==> src/rtl/hazard_ctrl_pkg.sv <==
// Shared types and constants for the pipeline hazard controller.
// Imported by the controller top and its bench.
package hazard_ctrl_pkg;

  typedef enum logic [1:0] {
    RUN   = 2'd0,
    DWAIT = 2'd1,
    ERR   = 2'd2
  } state_e;

  localparam logic [31:0] NOP_INSTR = 32'h00000013;
  localparam logic [4:0]  REG_ZERO  = 5'd0;

  function automatic logic reg_match(input logic use_r, input logic [4:0] rs, input logic [4:0] rd);
    return use_r && (rs == rd);
  endfunction

endpackage

==> src/rtl/hazard_ctrl_if.sv <==
// Pipeline-facing signal bundle of the hazard controller.
// The pipeline side is the master; the controller is the slave.
interface hazard_ctrl_if #(parameter int CNT_W = 32);

  logic [4:0]       id_rs1;
  logic [4:0]       id_rs2;
  logic             id_use_rs1;
  logic             id_use_rs2;
  logic             ex_memread;
  logic [4:0]       ex_rd;
  logic             ex_branch_taken;
  logic             imem_ready;
  logic             dmem_busy;

  logic             pc_stall;
  logic             if_id_stall;
  logic             if_id_flush;
  logic             id_ex_flush;
  logic             ex_mem_stall;
  logic             ctrl_err;
  logic [CNT_W-1:0] stall_cycles;
  logic [CNT_W-1:0] flush_events;

  modport master (
    output id_rs1, id_rs2, id_use_rs1, id_use_rs2, ex_memread, ex_rd,
           ex_branch_taken, imem_ready, dmem_busy,
    input  pc_stall, if_id_stall, if_id_flush, id_ex_flush, ex_mem_stall,
           ctrl_err, stall_cycles, flush_events
  );

  modport slave (
    input  id_rs1, id_rs2, id_use_rs1, id_use_rs2, ex_memread, ex_rd,
           ex_branch_taken, imem_ready, dmem_busy,
    output pc_stall, if_id_stall, if_id_flush, id_ex_flush, ex_mem_stall,
           ctrl_err, stall_cycles, flush_events
  );

endinterface

==> src/rtl/hazard_ctrl_sat_counter.sv <==
// Event counter that sticks at all-ones instead of wrapping.
module sat_counter #(
  parameter int W = 32
) (
  input  logic         clk,
  input  logic         rst,
  input  logic         inc,
  output logic [W-1:0] count
);

  logic [W-1:0] count_q;
  logic [W-1:0] count_d;

  always_comb begin
    count_d = count_q;
    if (inc && (count_q != '1)) begin
      count_d = count_q + W'(1);
    end
  end

  always_ff @(posedge clk) begin
    if (rst) begin
      count_q <= '0;
    end else begin
      count_q <= count_d;
    end
  end

  assign count = count_q;

endmodule

==> src/rtl/hazard_ctrl.sv <==
// Stall/flush controller for the 5-stage pipeline: load-use bubbles,
// taken-branch flushes, fetch gaps and data-memory waits with a watchdog.
module hazard_ctrl #(
  parameter int CNT_W        = 32,
  parameter int DMEM_TIMEOUT = 255,
  parameter int TO_W         = 8
) (
  input  logic         clk,
  input  logic         rst,
  hazard_ctrl_if.slave hif
);

  import hazard_ctrl_pkg::*;

  state_e          state_q;
  state_e          state_d;
  logic [TO_W-1:0] wait_cnt_q;
  logic [TO_W-1:0] wait_cnt_d;
  logic            ctrl_err_q;
  logic            ctrl_err_d;

  logic load_use;
  logic pc_stall;
  logic if_id_stall;
  logic if_id_flush;
  logic id_ex_flush;
  logic ex_mem_stall;

  assign load_use = hif.ex_memread && (hif.ex_rd != REG_ZERO) &&
                    (reg_match(hif.id_use_rs1, hif.id_rs1, hif.ex_rd) ||
                     reg_match(hif.id_use_rs2, hif.id_rs2, hif.ex_rd));

  always_ff @(posedge clk) begin
    if (rst) begin
      state_q    <= RUN;
      wait_cnt_q <= '0;
      ctrl_err_q <= 1'b0;
    end else begin
      state_q    <= state_d;
      wait_cnt_q <= wait_cnt_d;
      ctrl_err_q <= ctrl_err_d;
    end
  end

  always_comb begin
    state_d      = state_q;
    wait_cnt_d   = wait_cnt_q;
    ctrl_err_d   = ctrl_err_q;
    pc_stall     = 1'b0;
    if_id_stall  = 1'b0;
    if_id_flush  = 1'b0;
    id_ex_flush  = 1'b0;
    ex_mem_stall = 1'b0;

    if (state_q == ERR) begin
      pc_stall     = 1'b1;
      if_id_stall  = 1'b1;
      ex_mem_stall = 1'b1;
      ctrl_err_d   = 1'b1;
    end else if (hif.dmem_busy) begin
      // A busy memory freezes everything, including a taken branch held in EX.
      pc_stall     = 1'b1;
      if_id_stall  = 1'b1;
      ex_mem_stall = 1'b1;
      if (wait_cnt_q == TO_W'(DMEM_TIMEOUT)) begin
        state_d    = ERR;
        ctrl_err_d = 1'b1;
      end else begin
        state_d    = DWAIT;
        wait_cnt_d = wait_cnt_q + TO_W'(1);
      end
    end else begin
      state_d    = RUN;
      wait_cnt_d = '0;
      if (hif.ex_branch_taken) begin
        if_id_flush = 1'b1;
        id_ex_flush = 1'b1;
      end else if (load_use) begin
        pc_stall    = 1'b1;
        if_id_stall = 1'b1;
        id_ex_flush = 1'b1;
      end else if (!hif.imem_ready) begin
        pc_stall    = 1'b1;
        if_id_flush = 1'b1;
      end
    end

    if (rst) begin
      pc_stall     = 1'b0;
      if_id_stall  = 1'b0;
      if_id_flush  = 1'b0;
      id_ex_flush  = 1'b0;
      ex_mem_stall = 1'b0;
    end
  end

  sat_counter #(.W(CNT_W)) u_stall_cnt (
    .clk   (clk),
    .rst   (rst),
    .inc   (pc_stall),
    .count (hif.stall_cycles)
  );

  sat_counter #(.W(CNT_W)) u_flush_cnt (
    .clk   (clk),
    .rst   (rst),
    .inc   (if_id_flush),
    .count (hif.flush_events)
  );

  assign hif.pc_stall     = pc_stall;
  assign hif.if_id_stall  = if_id_stall;
  assign hif.if_id_flush  = if_id_flush;
  assign hif.id_ex_flush  = id_ex_flush;
  assign hif.ex_mem_stall = ex_mem_stall;
  assign hif.ctrl_err     = ctrl_err_q;

endmodule

==> src/flat_wrapper.sv <==
// flat-port wrapper written by rule: the top's interface ports become plain ports
module hazard_ctrl_flat import hazard_ctrl_pkg::*;
#(
  parameter int CNT_W        = 32,
  parameter int DMEM_TIMEOUT = 255,
  parameter int TO_W         = 8
)
  (clk, rst, hif_id_rs1, hif_id_rs2, hif_id_use_rs1, hif_id_use_rs2, hif_ex_memread, hif_ex_rd, hif_ex_branch_taken, hif_imem_ready, hif_dmem_busy, hif_pc_stall, hif_if_id_stall, hif_if_id_flush, hif_id_ex_flush, hif_ex_mem_stall, hif_ctrl_err, hif_stall_cycles, hif_flush_events);
  hazard_ctrl_if #(.CNT_W(CNT_W)) hif_i ();
  input  logic clk;
  input  logic rst;
  input wire logic [$bits(hif_i.id_rs1)-1:0] hif_id_rs1;
  input wire logic [$bits(hif_i.id_rs2)-1:0] hif_id_rs2;
  input wire logic [$bits(hif_i.id_use_rs1)-1:0] hif_id_use_rs1;
  input wire logic [$bits(hif_i.id_use_rs2)-1:0] hif_id_use_rs2;
  input wire logic [$bits(hif_i.ex_memread)-1:0] hif_ex_memread;
  input wire logic [$bits(hif_i.ex_rd)-1:0] hif_ex_rd;
  input wire logic [$bits(hif_i.ex_branch_taken)-1:0] hif_ex_branch_taken;
  input wire logic [$bits(hif_i.imem_ready)-1:0] hif_imem_ready;
  input wire logic [$bits(hif_i.dmem_busy)-1:0] hif_dmem_busy;
  output wire logic [$bits(hif_i.pc_stall)-1:0] hif_pc_stall;
  output wire logic [$bits(hif_i.if_id_stall)-1:0] hif_if_id_stall;
  output wire logic [$bits(hif_i.if_id_flush)-1:0] hif_if_id_flush;
  output wire logic [$bits(hif_i.id_ex_flush)-1:0] hif_id_ex_flush;
  output wire logic [$bits(hif_i.ex_mem_stall)-1:0] hif_ex_mem_stall;
  output wire logic [$bits(hif_i.ctrl_err)-1:0] hif_ctrl_err;
  output wire logic [$bits(hif_i.stall_cycles)-1:0] hif_stall_cycles;
  output wire logic [$bits(hif_i.flush_events)-1:0] hif_flush_events;
  assign hif_i.id_rs1 = hif_id_rs1;
  assign hif_i.id_rs2 = hif_id_rs2;
  assign hif_i.id_use_rs1 = hif_id_use_rs1;
  assign hif_i.id_use_rs2 = hif_id_use_rs2;
  assign hif_i.ex_memread = hif_ex_memread;
  assign hif_i.ex_rd = hif_ex_rd;
  assign hif_i.ex_branch_taken = hif_ex_branch_taken;
  assign hif_i.imem_ready = hif_imem_ready;
  assign hif_i.dmem_busy = hif_dmem_busy;
  assign hif_pc_stall = hif_i.pc_stall;
  assign hif_if_id_stall = hif_i.if_id_stall;
  assign hif_if_id_flush = hif_i.if_id_flush;
  assign hif_id_ex_flush = hif_i.id_ex_flush;
  assign hif_ex_mem_stall = hif_i.ex_mem_stall;
  assign hif_ctrl_err = hif_i.ctrl_err;
  assign hif_stall_cycles = hif_i.stall_cycles;
  assign hif_flush_events = hif_i.flush_events;
  hazard_ctrl #(.CNT_W(CNT_W), .DMEM_TIMEOUT(DMEM_TIMEOUT), .TO_W(TO_W)) u_core (.clk(clk), .rst(rst), .hif(hif_i));
endmodule
==> config.mk <==
export PLATFORM = sky130hd
export DESIGN_NAME = hazard_ctrl_flat
export DESIGN_NICKNAME = d
export VERILOG_FILES = /design/src/rtl/hazard_ctrl_pkg.sv /design/src/rtl/hazard_ctrl_if.sv /design/src/rtl/hazard_ctrl_sat_counter.sv /design/src/rtl/hazard_ctrl.sv /design/src/flat_wrapper.sv
export SDC_FILE = /design/constraint.sdc
export NUM_CORES = 1
export LEC_CHECK = 0
export ABC_AREA = 1
export ABC_CLOCK_PERIOD_IN_PS = 2470
export CAP_MARGIN = 20
export CELL_PAD_IN_SITES_DETAIL_PLACEMENT = 0
export CELL_PAD_IN_SITES_GLOBAL_PLACEMENT = 1
export CORE_MARGIN = 2
export CORE_UTILIZATION = 35
export DETAILED_ROUTE_END_ITERATION = 16
export GPL_TIMING_DRIVEN = 0
export HOLD_SLACK_MARGIN = 0.1
export PLACE_DENSITY = 0.87
export SETUP_SLACK_MARGIN = 0.02
export SYNTH_ARGS = -nofsm -noshare
export SYNTH_HDL_FRONTEND = slang
export SYNTH_SLANG_ARGS = --single-unit
==> constraint.sdc <==
create_clock -name clk -period 2.47 [get_ports clk]
set_input_delay 0.494 -clock clk [delete_from_list [all_inputs] [get_ports clk]]
set_output_delay 0.494 -clock clk [all_outputs]
set_load 0.01 [all_outputs]
Word-level counts from Yosys, hierarchy flattened
Cells that the tools add are included.

operators by class
  div/mod/pow operators = 0
  reduce and logical (&&, ||, !) cells = 12
  add/subtract/negate cells = 3
  equality and inequality tests = 7
  bitwise operators = 1
  magnitude comparators = 0
  $mul = 0
  shift operators = 0
  muxes and demuxes = 30

operators by type and width
  cell                     number
  $add A32 B1 Y32 const B  2
  $ne A32 B32 Y1 const B   2
  $mux W1                  26
  $mux W8                  2
  $eq A5 B5 Y1             2
  $add A8 B1 Y8 const B    1
  $eq A8 B8 Y1 const B     1
  $logic_and A1 B1 Y1      6
  $reduce_bool A5 Y1       1
  $mux W2                  2
  $reduce_and A2 Y1        2
  $reduce_bool A2 Y1       2
  $eq A2 B2 Y1 const B     1
  $ne A2 B2 Y1 const B     1
  $logic_or A1 B1 Y1       1
  $not A1 Y1               1

word-level totals
  bits in registers = 75
  ROM bits = 0
  output and inout bits = 70
  latch bits = 0
  RAM bits = 0
  memories kept = 0
  input port bits = 23

Longest topological paths before layout
  depth after elaboration = 10
  gate-level depth with buffers = 13
  gate-level depth less buffers = 13

Modules after synthesis
A second synthesis with hierarchy kept.

second synthesis, totals
  cells, all modules = 781
  area total of the unflattened synthesis = 4921.0 µm²

modules (own cells, without submodules)
  module       sequential area each (µm²)  instances  cells each  area each (µm²)
  sat_counter  640.6                       2          324         2062.0
  hazard_ctrl  220.2                       1          133         797.0

Worst setup path before layout
No wires, ideal clock.

  kind = reg2reg
  start = register u_core.u_stall_cnt.count_q[0], in the netlist u_core.u_stall_cnt.count[0]
  end = register u_core.u_stall_cnt.count_q[10], in the netlist u_core.u_stall_cnt.count[10]
  required time = 2.338 ns
  period minus slack after synthesis = 1.922 ns
  stages on the path, launching flop included = 12
  setup time = 0.132 ns
  arrival = 1.789 ns
  slack = 0.548 ns
  cells stage by stage = dfxtp_1 > ha_1 > nand2_2 > nor2_4 > nand2_2 > inv_2 > nand2_1 > nor3_2 > nand3_2 > clkbuf_1 > nand3_1 > a21oi_1

between the ends
  longest elaborated chain between the ends = 2
  elaborated cells on any way between the ends = 3
  those cells by class = add/sub: 1; eq/ne: 1; reduce/logical: 1

RTL lines
  element                                                                  RTL line                       RTL
  from (decl)                                                              hazard_ctrl_sat_counter.sv:11  logic [W-1:0] count_q;
  from (signal assigned)                                                   hazard_ctrl_sat_counter.sv:25  count_q <= count_d;
  parallel branches: the longest is 2 deep, another holds $add A32 B1 Y32  n/a

Several ways; the timed one is not identified.
A chain may end at the register's enable or synchronous reset.

Worst setup path in the final report
  start = input hif_id_rs2[4]
  end = output hif_if_id_flush

between the ends
  longest elaborated chain between the ends = 9

RTL lines
  element              RTL line               RTL
  from (decl)          flat_wrapper.sv:13     input wire logic [$bits(hif_i.id_rs2)-1:0] hif_id_rs2;
  $eq A5 B5 Y1         hazard_ctrl_pkg.sv:15  return use_r && (rs == rd);
  $logic_and A1 B1 Y1  hazard_ctrl_pkg.sv:15
  $logic_or A1 B1 Y1   hazard_ctrl.sv:30      (reg_match(hif.id_use_rs1, hif.id_rs1, hif.ex_rd) ||
  $logic_and A1 B1 Y1  hazard_ctrl.sv:29      assign load_use = hif.ex_memread && (hif.ex_rd != REG_ZERO) &&
  $mux W1              hazard_ctrl.sv:78      end else if (load_use) begin
  $mux W1              hazard_ctrl.sv:75      if (hif.ex_branch_taken) begin
  $mux W1              hazard_ctrl.sv:60      end else if (hif.dmem_busy) begin
  $mux W1              hazard_ctrl.sv:55      if (state_q == ERR) begin
  $mux W1              hazard_ctrl.sv:88      if (rst) begin
  to (decl)            flat_wrapper.sv:23     output wire logic [$bits(hif_i.if_id_flush)-1:0] hif_if_id_flush;

Every way passes these cells.

==> metrics.txt <==
Top Family by Delay on Critical Path=buffers and inverters; # nets final=around 900; die area=between 10000 and 15000 um2; sequential share of the synthesized area=0.3159; die width=~120 um; worst path cell trace=clkdlybuf4s50_1 > inv_1 > nand2_1 > nand2_1 > nor2_1 > nand3_1 > nand2_2 > nand3_2 > nand2_2 > clkinv_4 > clkbuf_16 > buf_6; CTS clk-pin slew, worst paths=~0.05 ns; CP Capture Type=output pin; status=completed; WP data arrival=between 1.5 and 2 ns; Filler cells=between 1k and 1.5k; number of global-route vias before repair=between 4k and 5k; post-route setup slack=0.09472 ns; HPWL after DPL=about 11000 um; WP data required=1.98 ns; Syn-to-layout area delta=32.77%; Initial Util=0.3589; largest net degree at the start of global routing=13; CTS sink cnt=75; Layout Utilization=0.4766; Yosys cell types=28; Synth Register Bits=75; ranking of synthesized cells by area=dfxtp_1 (32%), nand2_1 (19%), nand3_1 (7.9%), nor2_1 (7.5%), a21oi_1 (7.1%); maximum fanout along the worst path=10; clk_skew=between 0.006 and 0.007 ns; clock buffer count from CTS=9; GRT Residual Overflow=0; crit share post-route=0.9617; design area=6311 um2; first-pass GRT wire length=between 20000 and 25000 um; syn_nets=a little under 800; pre-CTS setup slack=-0.7882 ns; via count=5115; Post-DP Area=just under 6000 um2; syn_area_per_cell=just over 6 um2; CP max stage delay=between 0.4 and 0.5 ns; Fmax=around 0.42 GHz; Hold Buf Count CTS=0; H-tree levels=3; Register Area=1503 um2; Ys Warns=0; RSZ-0062 raised after global routing=no; diode count=0; worst-case clock buffer depth=2; Critical path buffers and inverters=5; CP max-delay cell=clkdlybuf4s50_1; Detail Route Antenna Nets=0; CP Class=primary input to output pin; Syn Inst Count=about 770; Max VDD drop=0.3248 mV; GRT Overall Usage=0.1980; Slew headroom=0.6271; Max Slew Vio Count=0; type of the most critical hold path=register to register; std cell rows=42; Iteration-0 DRC Markers=~300; drt drc=0; share of cells above drive strength 1=0.06932; worst hold slack=around 0.46 ns; top cell type's share of synthesized area=0.3159; startpoint types=primary input; Power, Total=2.823 mW; CTS tree=built; Tmin final=2.375 ns; Pre-Repair DR Iteration Count=5; # IOs=93; PortBufs=between 90 and 100; Die Height=120.5 um; clk_lat worst skew=0.34 ns; clock tree root buffer cell=clkbuf_16; PD cells=roughly 450 nW/um2; Pleak=~2.3 nW; core area=between 10000 and 15000 um2; Hold Violations, Final=0; drt wl/cell=about 13 um; Setup-failing EPs final=0; slew at the pin with the worst max-slew slack=0.5550 ns; Maximum Capacitance Violations=0; area of the multi-input gates=2887 um2; Post-Syn Area=4753 um2; DRT Wirelength=around 14000 um; Via density=just under 5; antenna violations before repair=0; area leader, netlist=dfxtp_1; GPL Wtd Cong=approximately 0.9
==> metal layers <==
metal  part of all wire  global-route usage
met5                  0                   0
met1               0.50              0.2825
met2               0.43              0.3019
met3              0.054             0.04104
met4              0.010             0.05451
==> cells by family (layout without fill, tap and decap cells) <==
kind of cell	Yosys count	in the layout	synth area share
and+or+nand+nor	466	466	0.4120
buffers and inverters	93	205	0.08160
AOI/OAI and AO/OA	76	76	0.08134
DFF	75	75	0.3159
xor gates and xnor gates	55	55	0.1013
adders and majority gates	3	3	0.007898
==> final timing paths <==
path                                from                          end  slack, ns  depth (start not counted)
min reg2reg          u_core.hif.ctrl_err          u_core.hif.ctrl_err       0.46                          2
min                  u_core.hif.ctrl_err          u_core.hif.ctrl_err       0.46                          2
max                        hif_id_rs2[4]              hif_if_id_flush       0.09                         12
max reg2reg  u_core.u_stall_cnt.count[1]  u_core.u_stall_cnt.count[0]       0.24                         11
==> registers in the layout, indices dropped and copies added, names as in the netlist <==
signal,cells
u_core.u_stall_cnt.count,32
u_core.state_q,2
u_core.wait_cnt_q,8
u_core.u_flush_cnt.count,32
u_core.hif.ctrl_err,1
==> per-stage QoR <==
stage | TNS (ns) | std cells
floorplan | 0 | 768
global placement | -2.385 | 1036
detailed placement | -3.398 | 1036
CTS | 0 | 1055
global route | 0 | 1056
finish | 0 | 1056
==> cell type report <==
cell class	count	share of cell area
plain buffers	25	0.02657
clock buffers	11	0.04005
clock inverters	4	0.007732
inverters	68	0.04124
multi-input cells	600	0.4574
flip-flops and latches	75	0.2381
well taps	176	0.03489
repair buffers	97	0.1540
==> tightest hold or removal path, stage by stage, from the launching register on <==
cell and delay (ns):
dfxtp_1 0.31, nand2_1 0.06, nand2_1 0.05
==> Yosys cell counts (all sizes together) <==
cell	n
nand2	249
o21ai	5
dfxtp	75
o22ai	3
and3	1
nor3	29
nand3b	8
a21oi	67
inv	67
clkbuf	15
o21a	1
nand4	5
clkinv	1
ha	3
nor2	97
xor2	37
buf	10
nor4	1
xnor2	18
nand3	76
==> placed cells by master (no fill, tap or decap), types with 2 or more instances in the layout <==
master,instances
nand2_1,242
nor2_1,92
clkdlybuf4s50_1,77
nand3_1,74
dfxtp_1,74
a21oi_1,67
inv_1,63
xor2_1,37
nor3_1,28
xnor2_1,18
clkbuf_16,10
buf_4,8
nand3b_1,8
clkbuf_1,8
nand2_2,7
dlymetal6s2s_1,7
buf_6,6
o21ai_0,5
nand4_1,5
clkbuf_2,5
dlygate4sd2_1,5
buf_2,4
nor2_2,4
inv_2,4
o22ai_1,3
nand3_2,2
ha_1,2
clkbuf_8,2
clkinv_2,2
==> report_power, final <==
| part | switching, mW | internal [mW] | leakage, nW |
|---|---|---|---|
| logic | 0.132 | 0.105 | 1.56 |
| registers | 0.0202 | 1.23 | 0.605 |
| clock network | 0.507 | 0.831 | 0.152 |
==> what timing repair did <==
action,4_1_cts,5_1_grt
buffers inserted,4,1
gates resized for setup,29,27
pin swaps,4,7
setup endpoints to repair,5,62
(Power assumes the default switching activity.)
